File: src/rtl/ifetch_ctrl_if.sv
// Bundle between the fetch sequencer, the instruction memory and decode.
// Decode handshake: an entry moves when out_valid && out_ready at a rising clk edge.
// out_valid never depends on out_ready, and a redirect in the same cycle cancels that move.
interface ifetch_ctrl_if;
  logic [31:0] imem_addr;
  logic [31:0] imem_inst;
  logic        halt;
  logic        redirect_valid;
  logic [31:0] redirect_target;
  logic        out_valid;
  logic        out_ready;
  logic [31:0] out_inst;
  logic [31:0] out_pc;
  logic        align_err;
  logic        fetch_fault;
  logic [15:0] fetch_count;
  logic        fetch_state;

  modport master (
    output imem_addr,
    input  imem_inst,
    input  halt,
    input  redirect_valid,
    input  redirect_target,
    output out_valid,
    input  out_ready,
    output out_inst,
    output out_pc,
    output align_err,
    output fetch_fault,
    output fetch_count,
    output fetch_state
  );

  modport slave (
    input  imem_addr,
    output imem_inst,
    output halt,
    output redirect_valid,
    output redirect_target,
    input  out_valid,
    output out_ready,
    input  out_inst,
    input  out_pc,
    input  align_err,
    input  fetch_fault,
    input  fetch_count,
    input  fetch_state
  );
endinterface

File: src/rtl/ifetch_ctrl.sv
// Instruction fetch sequencer: owns the PC, reads inst_mem combinationally and
// queues {pc, inst} pairs in a small FIFO for decode. Handles halt, redirect and fault.
module ifetch_ctrl #(
  parameter logic [31:0] RESET_PC  = 32'h0000_0000,
  parameter int          MEM_BYTES = 128,
  parameter int          DEPTH     = 2
) (
  input  logic          clk,
  input  logic          reset,
  ifetch_ctrl_if.master bus
);

  localparam int          PW        = (DEPTH > 1) ? $clog2(DEPTH) : 1;
  localparam int          CW        = $clog2(DEPTH + 1);
  localparam logic [31:0] MEM_LIMIT = 32'(MEM_BYTES);

  typedef enum logic {
    S_RUN   = 1'b0,
    S_FAULT = 1'b1
  } fetch_state_t;

  fetch_state_t  state;
  fetch_state_t  state_next;

  logic [31:0]   pc;
  logic [31:0]   pc_next;
  logic [31:0]   fifo_pc   [DEPTH];
  logic [31:0]   fifo_inst [DEPTH];
  logic [PW-1:0] rd_ptr;
  logic [PW-1:0] wr_ptr;
  logic [PW-1:0] rd_ptr_inc;
  logic [CW-1:0] count;
  logic [CW-1:0] count_after_pop;
  logic [31:0]   head_pc;
  logic [31:0]   head_inst;
  logic          align_q;
  logic [15:0]   fetch_cnt;

  logic          fault_hold;
  logic          pop;
  logic          push;
  logic          fifo_nonempty;

  // State register
  always_ff @(posedge clk) begin
    if (reset) begin
      state <= S_RUN;
    end else begin
      state <= state_next;
    end
  end

  // Next state: a redirect always leaves the fault; otherwise the fault is sticky.
  always_comb begin
    state_next = state;
    if (bus.redirect_valid) begin
      state_next = S_RUN;
    end else if (pc_next >= MEM_LIMIT) begin
      state_next = S_FAULT;
    end
  end

  // Outputs of the FSM and handshake qualifiers
  always_comb begin
    fault_hold    = (state == S_FAULT);
    fifo_nonempty = (count != '0);
    pop           = fifo_nonempty && bus.out_ready;
    push          = !bus.halt && !bus.redirect_valid && !fault_hold &&
                    ((count < CW'(DEPTH)) || pop);
  end

  always_comb begin
    pc_next = pc;
    if (bus.redirect_valid) begin
      pc_next = {bus.redirect_target[31:2], 2'b00};
    end else if (push) begin
      pc_next = pc + 32'd4;
    end
  end

  assign count_after_pop = count - CW'(pop);
  assign rd_ptr_inc      = rd_ptr + PW'(1);

  // FIFO storage carries no reset; the occupancy count decides what is live.
  always_ff @(posedge clk) begin
    if (push) begin
      fifo_pc[wr_ptr]   <= pc;
      fifo_inst[wr_ptr] <= bus.imem_inst;
    end
  end

  always_ff @(posedge clk) begin
    if (reset) begin
      pc        <= RESET_PC;
      rd_ptr    <= '0;
      wr_ptr    <= '0;
      count     <= '0;
      head_pc   <= '0;
      head_inst <= '0;
      align_q   <= 1'b0;
      fetch_cnt <= '0;
    end else begin
      pc      <= pc_next;
      align_q <= bus.redirect_valid && (bus.redirect_target[1:0] != 2'b00);
      if (bus.redirect_valid) begin
        rd_ptr <= '0;
        wr_ptr <= '0;
        count  <= '0;
      end else begin
        if (push) begin
          wr_ptr    <= wr_ptr + PW'(1);
          fetch_cnt <= fetch_cnt + 16'd1;
        end
        if (pop) begin
          rd_ptr <= rd_ptr_inc;
        end
        count <= count_after_pop + CW'(push);
        // Head registers track the oldest live entry; on empty they keep the last value.
        if (count_after_pop != '0) begin
          head_pc   <= pop ? fifo_pc[rd_ptr_inc]   : fifo_pc[rd_ptr];
          head_inst <= pop ? fifo_inst[rd_ptr_inc] : fifo_inst[rd_ptr];
        end else if (push) begin
          head_pc   <= pc;
          head_inst <= bus.imem_inst;
        end
      end
    end
  end

  assign bus.imem_addr   = pc;
  assign bus.out_valid   = fifo_nonempty;
  assign bus.out_pc      = head_pc;
  assign bus.out_inst    = head_inst;
  assign bus.align_err   = align_q;
  assign bus.fetch_fault = fault_hold;
  assign bus.fetch_count = fetch_cnt;
  assign bus.fetch_state = state;

endmodule

File: src/flat_wrapper.sv
// flat-port wrapper written by rule: the top's interface ports become plain ports
module ifetch_ctrl_flat 
#(
  parameter logic [31:0] RESET_PC  = 32'h0000_0000,
  parameter int          MEM_BYTES = 128,
  parameter int          DEPTH     = 2
)
  (clk, reset, bus_imem_addr, bus_imem_inst, bus_halt, bus_redirect_valid, bus_redirect_target, bus_out_valid, bus_out_ready, bus_out_inst, bus_out_pc, bus_align_err, bus_fetch_fault, bus_fetch_count, bus_fetch_state);
  ifetch_ctrl_if bus_i ();
  input  logic clk;
  input  logic reset;
  output wire logic [$bits(bus_i.imem_addr)-1:0] bus_imem_addr;
  input wire logic [$bits(bus_i.imem_inst)-1:0] bus_imem_inst;
  input wire logic [$bits(bus_i.halt)-1:0] bus_halt;
  input wire logic [$bits(bus_i.redirect_valid)-1:0] bus_redirect_valid;
  input wire logic [$bits(bus_i.redirect_target)-1:0] bus_redirect_target;
  output wire logic [$bits(bus_i.out_valid)-1:0] bus_out_valid;
  input wire logic [$bits(bus_i.out_ready)-1:0] bus_out_ready;
  output wire logic [$bits(bus_i.out_inst)-1:0] bus_out_inst;
  output wire logic [$bits(bus_i.out_pc)-1:0] bus_out_pc;
  output wire logic [$bits(bus_i.align_err)-1:0] bus_align_err;
  output wire logic [$bits(bus_i.fetch_fault)-1:0] bus_fetch_fault;
  output wire logic [$bits(bus_i.fetch_count)-1:0] bus_fetch_count;
  output wire logic [$bits(bus_i.fetch_state)-1:0] bus_fetch_state;
  assign bus_imem_addr = bus_i.imem_addr;
  assign bus_i.imem_inst = bus_imem_inst;
  assign bus_i.halt = bus_halt;
  assign bus_i.redirect_valid = bus_redirect_valid;
  assign bus_i.redirect_target = bus_redirect_target;
  assign bus_out_valid = bus_i.out_valid;
  assign bus_i.out_ready = bus_out_ready;
  assign bus_out_inst = bus_i.out_inst;
  assign bus_out_pc = bus_i.out_pc;
  assign bus_align_err = bus_i.align_err;
  assign bus_fetch_fault = bus_i.fetch_fault;
  assign bus_fetch_count = bus_i.fetch_count;
  assign bus_fetch_state = bus_i.fetch_state;
  ifetch_ctrl #(.RESET_PC(RESET_PC), .MEM_BYTES(MEM_BYTES), .DEPTH(DEPTH)) u_core (.clk(clk), .reset(reset), .bus(bus_i));
endmodule
File: config.mk
export PLATFORM = sky130hd
export DESIGN_NAME = ifetch_ctrl_flat
export DESIGN_NICKNAME = d
export VERILOG_FILES = /design/src/rtl/ifetch_ctrl_if.sv /design/src/rtl/ifetch_ctrl.sv /design/src/flat_wrapper.sv
export SDC_FILE = /design/constraint.sdc
export NUM_CORES = 1
export LEC_CHECK = 0
export CELL_PAD_IN_SITES_DETAIL_PLACEMENT = 1
export CELL_PAD_IN_SITES_GLOBAL_PLACEMENT = 2
export CORE_ASPECT_RATIO = 0.6
export CORE_MARGIN = 2
export CORE_UTILIZATION = 36
export DETAILED_ROUTE_END_ITERATION = 8
export PLACE_DENSITY = 0.88
export SYNTH_ARGS = -nofsm -noshare
export SYNTH_HDL_FRONTEND = slang
export SYNTH_SLANG_ARGS = --single-unit
File: constraint.sdc
create_clock -name clk -period 9.85 [get_ports clk]
set_input_delay 2.955 -clock clk [delete_from_list [all_inputs] [get_ports clk]]
set_output_delay 2.955 -clock clk [all_outputs]
set_load 0.02 [all_outputs]
# == Word-level counts from Yosys, hierarchy flattened ==
# Memory sizes are Yosys's and may differ from the RTL's. A register that Yosys moved wholly into a read port is not among the register bits.
# Index checks and enable logic that the tools add are counted.
# Widths: inputs -> output; s select.
# op_classes
add_sub_neg,6
mul,0
div_mod_pow,0
order_cmp,2
n_eq_ne,0
shifts,0
muxes,14
bitwise,1
n_reduce_logical,16
# ops
cell,count
$mux 32,8
$add 32x3->32 const B,1
$ge 32x8->1 const B,1
$add 16x1->16 const B,1
$reduce_bool 2->1,4
$mux 1,6
$logic_and 1x1->1,5
$reduce_and 2->1,2
$logic_not 1->1,3
$add 1x1->1 const B,2
$add 2x1->2,1
$lt 2x2->1 const B,1
$reduce_or 2->1,1
$sub 2x1->2,1
$logic_or 1x1->1,1
$not 1->1,1
# word_totals
reg_bits,118
latch_bits,0
mem_bits_rw,128
mem_bits_ro,0
in_bits,69
elab_cells,50
mem_count,2
# memory_table
memory,depth,word_bits,read_ports,rd_ports_with_merged_regs,wr,line,text
u_core.fifo_inst,2,32,2,1,1,ifetch_ctrl.sv:28,logic [31:0] fifo_inst [DEPTH];
u_core.fifo_pc,2,32,2,1,1,ifetch_ctrl.sv:27,logic [31:0] fifo_pc [DEPTH];

# == Logic depth before layout (Yosys ltp) ==
# depth
word_depth,7
ltp_mapped,12
mapped_depth_nobuf,10

# == Worst setup path before layout ==
# Ideal clock, no wire load.
# synth_timing
path_kind,input to register
start,input port bus_out_ready
end,"memory u_core.fifo_inst[0][0], enable pin"
setup_time_ps,487
arrival_ps,6087
slack_ps,3276
path_stages,4
path_buffers,1
path_cell_list,nand2b_1 buf_2 nand3_1 nor2_1
# synth_between
elab_chain_cells,5
# synth_lines
element,line,text
from (decl),flat_wrapper.sv:18,input wire logic [$bits(bus_i.out_ready)-1:0] bus_out_ready;
$logic_and 1x1->1,ifetch_ctrl.sv:67,pop = fifo_nonempty && bus.out_ready;
$logic_or 1x1->1,ifetch_ctrl.sv:69,((count < CW'(DEPTH)) || pop);
$logic_and 1x1->1,ifetch_ctrl.sv:68,push = !bus.halt && !bus.redirect_valid && !fault_hold &&
$mux 1,ifetch_ctrl.sv:86,if (push) begin
$mux 1 (implied by the code),ifetch_ctrl.sv:88,fifo_inst[wr_ptr] <= bus.imem_inst;
to (decl),ifetch_ctrl.sv:28,
# No other way between the ends.

# == Worst setup path in the final report ==
# layout_timing
start,input port bus_out_ready
end,"register u_core.head_inst[7], in the netlist u_core.bus.out_inst[7]"
# layout_between
elab_chain_cells,5
elab_cells_between_ends,9
classes_between,add/sub (1); mux (2); reduce/logical (6)
# layout_lines
element,line,text
$logic_and 1x1->1 (*),ifetch_ctrl.sv:67,
net u_core.pop,ifetch_ctrl.sv:40,logic pop;
$sub 2x1->2 / $logic_or 1x1->1 (equally long branches),"ifetch_ctrl.sv:81, ifetch_ctrl.sv:69",
$reduce_bool 2->1 / $logic_and 1x1->1 (equally long branches),"ifetch_ctrl.sv:119, ifetch_ctrl.sv:68",
$reduce_bool 2->1 (no source line),-,
$reduce_and 2->1 (no source line),-,
to (signal assigned),ifetch_ctrl.sv:121,head_inst <= pop ? fifo_inst[rd_ptr_inc] : fifo_inst[rd_ptr];
to (signal assigned),ifetch_ctrl.sv:124,head_inst <= bus.imem_inst;
to (decl),ifetch_ctrl.sv:35,logic [31:0] head_inst;
# Mark *: on every way through the listed nets, which the timed path passes. The rest lies on a longest branch.
# A chain may end at the register's enable or synchronous reset.

==> flow_summary.toml <==
[synthesis]
yosys_warnings = 0
synth_edf_count = 128
async_reset_ff_share_pct = 0
synth_area_sq_um = 10200
syn-num-nets = 993
yosysMostFrequentCell = "nor2_1"
ys_ff_latch = 247
synth_top_cell_by_area = "edfxtp_1"
ys_types = 45
avgSynthCellArea_sq_um = 11.0
ys_top_cells_by_area = "edfxtp_1 38%, dfxtp_1 23%, mux2i_1 6.9%"
synth_flop_cell = "edfxtp_1"
synth_top_area_share_pct = 37.8
syn_inst = 920
synth_common_cells = "169 x nor2_1, 128 x edfxtp_1, 119 x dfxtp_1"
ys_seq_area_share_pct = 61.3

[layout]
fin_nets = 1151
drive_above_1_share_pct = 6.01
syn2layout_area_growth_pct = 30.1
multi_input_area_sq_um = 3680
fillers = 2982
ff_latch_area_sq_um = 6230
diodes = 0

[floorplan]
ios = 185
core-area_sq_um = 27600
die_w_um = 221
dieHeight_um = 134
start_util_pct = 36.8
dieArea_sq_um = 29600
num_rows = 47

[sta]
fin_crit_sh_pct = 63.8
rsz0062_at_grt = "no"
skew_ns = 0.0237
period_needed_ns = 6.29
fin_ws_ns = 3.56
slew_viol_final = 0
setup-violations-final = 0
worst_pin_slew_ns = 0.981
slew_headroom_pct = 34.6
tns_ns = 0
fmax_mhz = 159
hold_viol = 0

[critical_path]
critPathMaxFanout = 70
slowest_delay_ns = 0.67
critPathKind = "input pin to flop"
path_cells = "clkdlybuf4s50_1 > nand2_1 > inv_1 > ha_1 > xnor2_1 > nand2_4 > o21ai_4 > buf_4 > buf_4 > a211oi_1 > a21oi_1 > nor2_1"
startpoint_type = "input pin"
cp_slowest_cell = "buf_4"
crit_path_end_kind = "flop"
critical_path_arrival_ns = 6.68
worstPathRequired_ns = 10.24
cpMostUsedCell = "buf_4"

[route]
wl_per_cell_um = 19.7
highest_layer = "met4"
routed-wl-met3_um = 1540
num_vias = 7505
via_per_inst = 5.12
wl_met1_um = 14500
drtPass1Iterations = 4
drc_errors = 0
drtAntennaViolNets = 0
drt_iter0_drc = 432
routed-wl-met2_um = 12300
drt-total-wl_um = 28900

[global_routing]
grt_pass1_vias = 7718
grt_pass1_wl_um = 45000
antenna_found_initial = 0
grt_max_degree = 77
grt_use_total_pct = 19.3
grt-ovfl-total = 0

[clocking]
clock_latency_ns = 0.55
holdBufCountCts = 0
cts_setup_buffers = 0
cts.sinks = 247
cts_resized = 0
htreeDepth = 1
clock_path_buffers = 3
tritoncts = "yes"
cts.reportedPaths.clkPinSlew_ns = 0.06
cts_made_buffers = 26
cts_root_buffer = "clkbuf_16"

[hold_path]
hold_path.class = "flop to flop"

[place]
io_buffers = 184
place_ws_ns = 3.01
hpwl_um = 18900
place.gp.congestion = 0.786

[pwr]
ir_drop_mv = 0.107
finalPower_uw = 2520
leakagePower_uw = 0.00449
power_density_nw_per_um2 = 191

[outcome]
status = "completed"

[flow_run]
drv_cap = 0
[per-stage QoR]
stage	util, %	hold slack [ns]	instance area [sq um]	instances
2_1_floorplan	-	0.528	10200	920
3_3_place_gp	44.5	0.470	12300	1417
3_5_place_dp	44.5	0.483	12300	1417
4_1_cts	47.8	0.497	13200	1465
5_1_grt	47.8	0.526	13200	1465
6_report	47.8	0.493	13200	1465
[critical path, delay by kind of cell]
family	cells	cell delay [ns]
AOI/OAI and AO/OA	3	0.82
buffers and inverters	4	1.64
adders and majority gates	1	0.20
and+or+nand+nor	3	0.64
xor gates and xnor gates	1	0.33
[layout make-up]
class,count,share of cell area [%]
inverter,11,0.312
sequential,247,47.1
timing repair buffer,192,14.4
multi-input combinational,600,27.8
clock inverter,15,1.16
tap,367,3.48
clock buffer,33,5.75
[power breakdown]
| part | total [uW] | internal (uW) | switching [uW] |
|---|---|---|---|
| sequential | 1170 | 1130 | 38.1 |
| combinational | 316 | 130 | 187 |
| clock | 1040 | 623 | 417 |
[state kept, by name, indices dropped and copies added (netlist names), named ones only]
name / flops
u_core.bus.imem_addr: 32
u_core.bus.fetch_fault: 1
u_core.rd_ptr: 1
u_core.bus.align_err: 1
u_core.bus.out_pc: 32
u_core.bus.fetch_count: 16
u_core.wr_ptr: 1
u_core.bus.out_inst: 32
u_core.count: 2
u_core.fifo_pc: 64
u_core.fifo_inst: 64
[placed cells by master, fill, tap and decap left out, drive strengths merged, types with 2 or more instances in the layout]
cell type and count:
clkdlybuf4s50 183, nor2 170, edfxtp 128, dfxtp 119, a21oi 80, mux2i 70, a211oi 68, nand2 49
clkbuf 33, xor2 23, xnor2 17, and2 16, o21ai 16, and3 14, nand4 14, inv 12
nand3 12, clkinv 10, nor3 9, buf 9, and4 6, or3 6, nor4 5, ha 4
nand2b 3, o211a 3, bufinv 3, a2111oi 2
[kinds of logic after synthesis]
logic type	count (synthesis)	share of synthesized area (%)
AND/OR/NAND/NOR	308	13.9
flip-flops	247	61.3
AO/OA/AOI/OAI	177	10.9
buffers and inverters	73	2.93
multiplexers	71	7.01
XOR/XNOR	40	3.45
adder cells (fa/ha/maj)	4	0.493
[routing by layer]
metal | up-vias | GRT usage [%]
li1 | 3624 | -
met1 | 3686 | 28.6
met2 | 161 | 29.0
met3 | 34 | 4.10
met4 | 0 | 4.14
met5 | - | 0
[worst paths after layout]
check / cells after the start / endpoint / startpoint / slack, ns
worst max-delay path: 12 / u_core.bus.out_inst[7]$_SDFFE_PP0P_ / bus_out_ready / 3.56
worst min-delay path: 2 / u_core.bus.out_pc[25]$_SDFFE_PP0P_ / u_core.bus.out_pc[25]$_SDFFE_PP0P_ / 0.49
worst max register to register: 12 / u_core.bus.out_inst[7]$_SDFFE_PP0P_ / u_core.count[1]$_SDFF_PP0_ / 5.76
worst min register to register: 2 / u_core.bus.out_pc[25]$_SDFFE_PP0P_ / u_core.bus.out_pc[25]$_SDFFE_PP0P_ / 0.49
No activity file was read; power rests on OpenSTA's default activity.
